[config.mk]
export PLATFORM = sky130hd
export DESIGN_NAME = ksa_pipe
export DESIGN_NICKNAME = d
export VERILOG_FILES = /design/src/rtl/ksa_pkg.sv /design/src/rtl/ksa_prefix_cell.sv /design/src/rtl/ksa_pipe.sv
export SDC_FILE = /design/constraint.sdc
export NUM_CORES = 1
export LEC_CHECK = 0
export CAP_MARGIN = 20
export CORE_UTILIZATION = 58
export CTS_CLUSTER_DIAMETER = 30
export DETAILED_ROUTE_END_ITERATION = 6
export PLACE_DENSITY = 0.79
export SETUP_SLACK_MARGIN = 0.4
export SYNTH_ARGS = -nofsm -noshare
export SYNTH_HDL_FRONTEND = slang
export SYNTH_HIERARCHICAL = 1
export SYNTH_SLANG_ARGS = --single-unit
export TNS_END_PERCENT = 100
[constraint.sdc]
create_clock -name clk -period 4.6 [get_ports clk]
set_input_delay 0.46 -clock clk [delete_from_list [all_inputs] [get_ports clk]]
set_output_delay 0.46 -clock clk [all_outputs]
set_load 0.1 [all_outputs]
[src/rtl/ksa_pkg.sv]
// Shared types and stage-count helper for the pipelined Kogge-Stone adder.
package ksa_pkg;

    typedef struct packed {
        logic g;
        logic p;
    } gp_t;

    // Stage 0 (bitwise g/p), one stage per prefix level, one result stage.
    function automatic int num_stages(input int log2w);
        return log2w + 2;
    endfunction

endpackage

[src/rtl/ksa_prefix_cell.sv]
// Kogge-Stone prefix combine of a (G,P) pair with its lower-order neighbour.
module ksa_prefix_cell
    import ksa_pkg::*;
(
    input  gp_t cur,
    input  gp_t prev,
    output gp_t res
);

    assign res.g = cur.g | (cur.p & prev.g);
    assign res.p = cur.p & prev.p;

endmodule

[src/rtl/ksa_pipe.sv]
// Pipelined Kogge-Stone adder/subtractor with per-stage valid bits and
// backpressure that collapses bubbles.
module ksa_pipe
    import ksa_pkg::*;
#(
    parameter int WIDTH = 16,
    parameter int LOG2W = $clog2(WIDTH)
) (
    input  logic             clk,
    input  logic             rst_n,
    input  logic             in_valid,
    output logic             in_ready,
    input  logic [WIDTH-1:0] in_a,
    input  logic [WIDTH-1:0] in_b,
    input  logic             in_cin,
    input  logic             in_sub,
    output logic             out_valid,
    input  logic             out_ready,
    output logic [WIDTH-1:0] out_sum,
    output logic             out_cout,
    output logic             out_ovf
);

    localparam int NS = num_stages(LOG2W);

    logic [NS-1:0] vld;
    logic [NS-1:0] ld;
    logic [NS-1:0] adv;
    logic [NS-1:0] up_vld;

    // Walk from the output back: a stage may load if empty or if it advances.
    always_comb begin
        logic nxt_ld;
        adv    = '0;
        ld     = '0;
        nxt_ld = out_ready;
        for (int s = NS - 1; s >= 0; s--) begin
            adv[s] = vld[s] & nxt_ld;
            ld[s]  = ~vld[s] | adv[s];
            nxt_ld = ld[s];
        end
    end

    assign up_vld    = {vld[NS-2:0], in_valid};
    assign in_ready  = ld[0];
    assign out_valid = vld[NS-1];

    always_ff @(posedge clk or negedge rst_n) begin
        if (!rst_n) begin
            vld <= '0;
        end else begin
            for (int s = 0; s < NS; s++) begin
                if (ld[s]) vld[s] <= up_vld[s];
            end
        end
    end

    logic [WIDTH-1:0] b_eff;
    logic [WIDTH-1:0] g0;
    logic [WIDTH-1:0] p0;
    logic             cin_eff;
    gp_t  [WIDTH-1:0] tree0;

    assign b_eff   = in_sub ? ~in_b : in_b;
    assign cin_eff = in_sub | in_cin;
    assign g0      = in_a & b_eff;
    assign p0      = in_a ^ b_eff;

    // Element 0 is the carry-in as a bit -1 generate; element j holds bit j-1,
    // so after the tree element j is the carry into bit j.
    always_comb begin
        tree0    = '0;
        tree0[0] = '{g: cin_eff, p: 1'b0};
        for (int j = 1; j < WIDTH; j++) begin
            tree0[j] = '{g: g0[j-1], p: p0[j-1]};
        end
    end

    gp_t  [WIDTH-1:0] tree_q  [0:LOG2W];
    logic [WIDTH-1:0] hp_q    [0:LOG2W];
    logic             gm_q    [0:LOG2W];
    gp_t  [WIDTH-1:0] lvl_nxt [1:LOG2W];

    for (genvar k = 0; k < LOG2W; k++) begin : g_lvl
        localparam int SPAN = 1 << k;
        gp_t [WIDTH-1:0] nxt;
        for (genvar j = 0; j < WIDTH; j++) begin : g_bit
            if (j >= SPAN) begin : g_cell
                ksa_prefix_cell u_cell (
                    .cur  (tree_q[k][j]),
                    .prev (tree_q[k][j-SPAN]),
                    .res  (nxt[j])
                );
            end else begin : g_pass
                assign nxt[j] = tree_q[k][j];
            end
        end
        assign lvl_nxt[k+1] = nxt;
    end

    always_ff @(posedge clk) begin
        if (ld[0] && in_valid) begin
            tree_q[0] <= tree0;
            hp_q[0]   <= p0;
            gm_q[0]   <= g0[WIDTH-1];
        end
        for (int s = 1; s <= LOG2W; s++) begin
            if (ld[s] && vld[s-1]) begin
                tree_q[s] <= lvl_nxt[s];
                hp_q[s]   <= hp_q[s-1];
                gm_q[s]   <= gm_q[s-1];
            end
        end
    end

    logic [WIDTH-1:0] carry;
    logic             cout_d;
    logic             unused_p;

    always_comb begin
        carry    = '0;
        unused_p = 1'b0;
        for (int j = 0; j < WIDTH; j++) begin
            carry[j] = tree_q[LOG2W][j].g;
            unused_p = unused_p ^ tree_q[LOG2W][j].p;
        end
    end

    assign cout_d = gm_q[LOG2W] | (hp_q[LOG2W][WIDTH-1] & carry[WIDTH-1]);

    always_ff @(posedge clk or negedge rst_n) begin
        if (!rst_n) begin
            out_sum  <= '0;
            out_cout <= 1'b0;
            out_ovf  <= 1'b0;
        end else if (ld[NS-1] && vld[NS-2]) begin
            out_sum  <= hp_q[LOG2W] ^ carry;
            out_cout <= cout_d;
            out_ovf  <= carry[WIDTH-1] ^ cout_d;
        end
    end

endmodule

# After elaboration in Yosys (flattened, before gate mapping)

Memory sizes are Yosys's and may differ from the RTL's.
Index checks and enable logic that the tools add are counted.

Output and inout bits: 20
Bits of input ports: 38
Logic and storage cells: 202
Memories: 3
Bits in registers: 24
Memory bits (writable): 245

Bitwise logic cells: 173
Multiplexer cells: 11
Reduce and logical (&&, ||, !) cells: 6

Memory list:

| name   | depth | width | rd ports | clocked after memory_dff | wr ports | RTL line       | source |
|---|---|---|---|---|---|---|---|
| tree_q | 5     | 32    | 5        | 0                        | 5        | ksa_pipe.sv:79 | `gp_t [WIDTH-1:0] tree_q [0:LOG2W];` |
| hp_q   | 5     | 16    | 5        | 0                        | 5        | ksa_pipe.sv:80 | `logic [WIDTH-1:0] hp_q [0:LOG2W];` |
| gm_q   | 5     | 1     | 5        | 0                        | 5        | ksa_pipe.sv:81 | `logic gm_q [0:LOG2W];` |

Operators with widths:

| cell              | count |
|---|---|
| $and 1x1->1       | 105 |
| $or 1x1->1        | 57 |
| $xor 16x16->16    | 2 |
| $and 16x16->16    | 1 |
| $mux 16           | 1 |
| $not 16->16       | 1 |
| $mux 1            | 10 |
| $logic_and 1x1->1 | 6 |
| $not 1->1         | 6 |
| $xor 1x1->1       | 1 |

# Longest topological paths before layout

Word-level depth: 15
Gate-level depth with buffers: 4
Mapped depth without buffers: 4

# Cells and area by module

Netlist, hierarchy kept.

Modules (own cells, without submodules):

| module          | times used | seq. area each (µm²) | area an instance (µm²) | cells an instance |
|---|---|---|---|---|
| ksa_pipe        | 1          | 6906.6               | 7843.8                 | 328 |
| ksa_prefix_cell | 49         | 0.0                  | 15.0                   | 2 |

# Worst setup path before layout

Ideal clock, no wire load.

Kind: reg2reg
From: reg vld[5]
To: mem gm_q[4][0], in the netlist gm_q[0][4], enable pin
Buffers on the path: 0
Data required time: 4.126 ns
Clock period less this slack: 4.102 ns
Data arrival time: 3.628 ns
Slack: 0.498 ns
Library setup time: 0.474 ns
Cell stages (with the launch flop): 3
Path through: dfrtp_1 and2b_2 a21boi_0

RTL lines:

| item                             | RTL line       | source |
|---|---|---|
| start: declaration               | ksa_pipe.sv:26 | `logic [NS-1:0] vld;` |
| start signal: indexed assignment | ksa_pipe.sv:53 | `if (ld[s]) vld[s] <= up_vld[s];` |
| end: declaration                 | ksa_pipe.sv:81 |  |

# Final worst setup path

From: reg vld[4]
To: out in_ready

Word-level cells in the longest chain between the ends: 10
Elaborated cells between the ends (all ways): 11
Classes of those cells: 11 x bitwise

RTL lines:

| item                                     | RTL line                       | source |
|---|---|---|
| $and 1x1->1 or $not 1->1 (tied branches) | ksa_pipe.sv:38, ksa_pipe.sv:39 |  |
| $or 1x1->1 (*)                           | ksa_pipe.sv:39                 | `ld[s] = ~vld[s] \| adv[s];` |
| $and 1x1->1 (*)                          | ksa_pipe.sv:38                 | `adv[s] = vld[s] & nxt_ld;` |
| $or 1x1->1 (*)                           | ksa_pipe.sv:39                 |  |
| $and 1x1->1 (*)                          | ksa_pipe.sv:38                 |  |
| $or 1x1->1 (*)                           | ksa_pipe.sv:39                 |  |
| $and 1x1->1 (*)                          | ksa_pipe.sv:38                 |  |
| $or 1x1->1 (*)                           | ksa_pipe.sv:39                 |  |
| $and 1x1->1 (*)                          | ksa_pipe.sv:38                 |  |
| $or 1x1->1 (*)                           | ksa_pipe.sv:39                 |  |
| end: declaration                         | ksa_pipe.sv:12                 | `output logic in_ready,` |

Mark *: on every way between the ends. The rest lies on a longest branch, timed or not.

==> out/qor.txt <==
Tightest Pin Transition - 1.026 ns
P&R area growth vs syn - 25.92%
Yosys warnings - 6
die area - 0.01450 mm^2
post-cts resize count - 0
Total GRT Usage - 16.96%
crit path kind - reg -> out
ANT cells - 0
largest net degree at the start of global routing - 48
crit path DAT - 2.81 ns
vias in the first global route - 3758
I/O pin cnt - 58
Cell Rows - 42
PortBufs - 57
worst flop-to-flop path startpoint - vld[4]$_DFFE_PN0P_
Die Span X - 120.4 um
hold violation count in the final report - 0
postcts setup bufs - 0
layout net count - 550
Hold Path Class - in -> async
synthesized instance count - 399
initial antenna violation count - 0
H-Tree Depth - 2
Post-DP HPWL - 7.045 mm
critical path launch point type - register
FF-to-FF path depth - 3
Clock Pin Slew Worst Setup and Hold Paths - 0.05 ns
first-pass GRT wire length - 18.55 mm
Post-route DRC - 0
Syn Area/Cell - 20.38 um^2
Sink Count - 223
TritonRoute pass-1 iters - 4
share of layout cells above drive strength 1 - 24.24%
most common cell after layout, fill and taps aside - edfxtp_1
fillers - 762
max incr delay on CP - 0.97 ns
Finish-stage setup viols - 0
remaining antenna violation count - 0
power consumption - 6.874 mW
Max Slew Vio Count - 0
clk_lat worst skew - 0.50 ns
synthesized net count - 454
Max Clk Rate - 305.8 MHz
PwrDens - 671.2 mW/mm^2
Max-slew headroom - 31.44%
Setup TNS - 0 ns
Lkg Pwr - 3.948 nW
grt total ovfl - 0
Worst Skew - 0.01670 ns
Post-CTS Hold Buffers - 0
total CTS buffers - 37
die height - 120.4 um
wire length per cell - 16.74 um
vias per cell - 5.126
non-filler cells in the finished layout - 700
Setup crit end kind - output port
largest fanout on the critical path - 8
status - complete, no violations
RSZ-0062 raised after global routing - false
drt initial violations - 179
initial core utilization - 60.45%
CP max-delay cell - clkdlybuf4s50_1
CTS root buf - clkbuf_16
Max VDD drop - 0.0003483 V
CTS max path bufs - 3
TritonCTS clock tree - done
leading cell types in the layout, fill and taps excluded - edfxtp_1 (199), clkdlybuf4s50_1 (57), a21o_1 (51)
final WL - 11.72 mm
part of the cycle the worst path needs - 71.08%
critical path launch point - vld[4]$_DFFE_PN0P_
gpl congestion - 0.7326
crit path time final - 3.270 ns
Mapped Area - 0.008133 mm^2
max cap viols - 0
Critical Path RT - 4.14 ns
Vias - 3588
CORE AREA - 0.01345 mm^2
crit-path cells - nand4b_1 > nor2_2 > nand2_1 > clkdlybuf4s50_1
cell count after placement - 630
metal layers:
metal  part of all wire [%]  track usage (%)
met5                      0                0
met4                    3.8            9.954
met2                     51            28.88
met3                    4.5            3.774
met1                     40            19.86
worst paths after layout:
check                                     endpoint  slack, ns
max in group asynchronous  out_sum[15]$_DFFE_PN0P_       3.98
min in group clk             hp_q[0][47]$_DFFE_PP_       0.41
setup reg to reg             hp_q[0][14]$_DFFE_PP_       2.47
hold / removal                  vld[0]$_DFFE_PN0P_       0.21
setup / recovery                          in_ready       1.33
hold reg to reg              hp_q[0][47]$_DFFE_PP_       0.41
metrics by stage:
step	setup WS [ns]	instance area (um^2)	hold WS [ns]	util, %
after floorplan	0.4983	8133	0.1644	-
after global placement	1.618	8919	0.4038	66.29
after detailed placement	1.556	8919	0.4045	66.29
after CTS	1.394	10190	0.4095	75.77
after global routing	1.217	10240	0.2061	76.13
final	1.330	10240	0.2128	76.13
critical path, delay by kind of cell (launching register included):
kind | cells | cell delay, ns
DFF | 1 | 0.58
buffers and inverters | 1 | 0.97
and+or+nand+nor | 3 | 0.75
state kept, by name, indices dropped and copies added, names as in the netlist:
signal	flops
hp_q	80
out_sum	16
vld	6
gm_q	5
out_cout	1
out_ovf	1
tree_q	114
where the power goes:
| group | leakage (nW) | switching, mW | internal [mW] |
|---|---|---|---|
| combinational | 1.13 | 0.859 | 0.376 |
| sequential | 2.21 | 0.190 | 2.70 |
| clock | 0.607 | 0.931 | 1.81 |
| total | 3.95 | 1.98 | 4.89 |
area by class of cell:
cell class	instances	area, um^2	area share, %
clock inverter	24	260.3	2.541
clock buffer	44	1015	9.908
timing repair buffer	61	633.1	6.182
sequential	223	6576	64.21
multi-input combinational	172	1536	15.00
tap	176	220.2	2.150
Power figures use the tool's default switching activity.
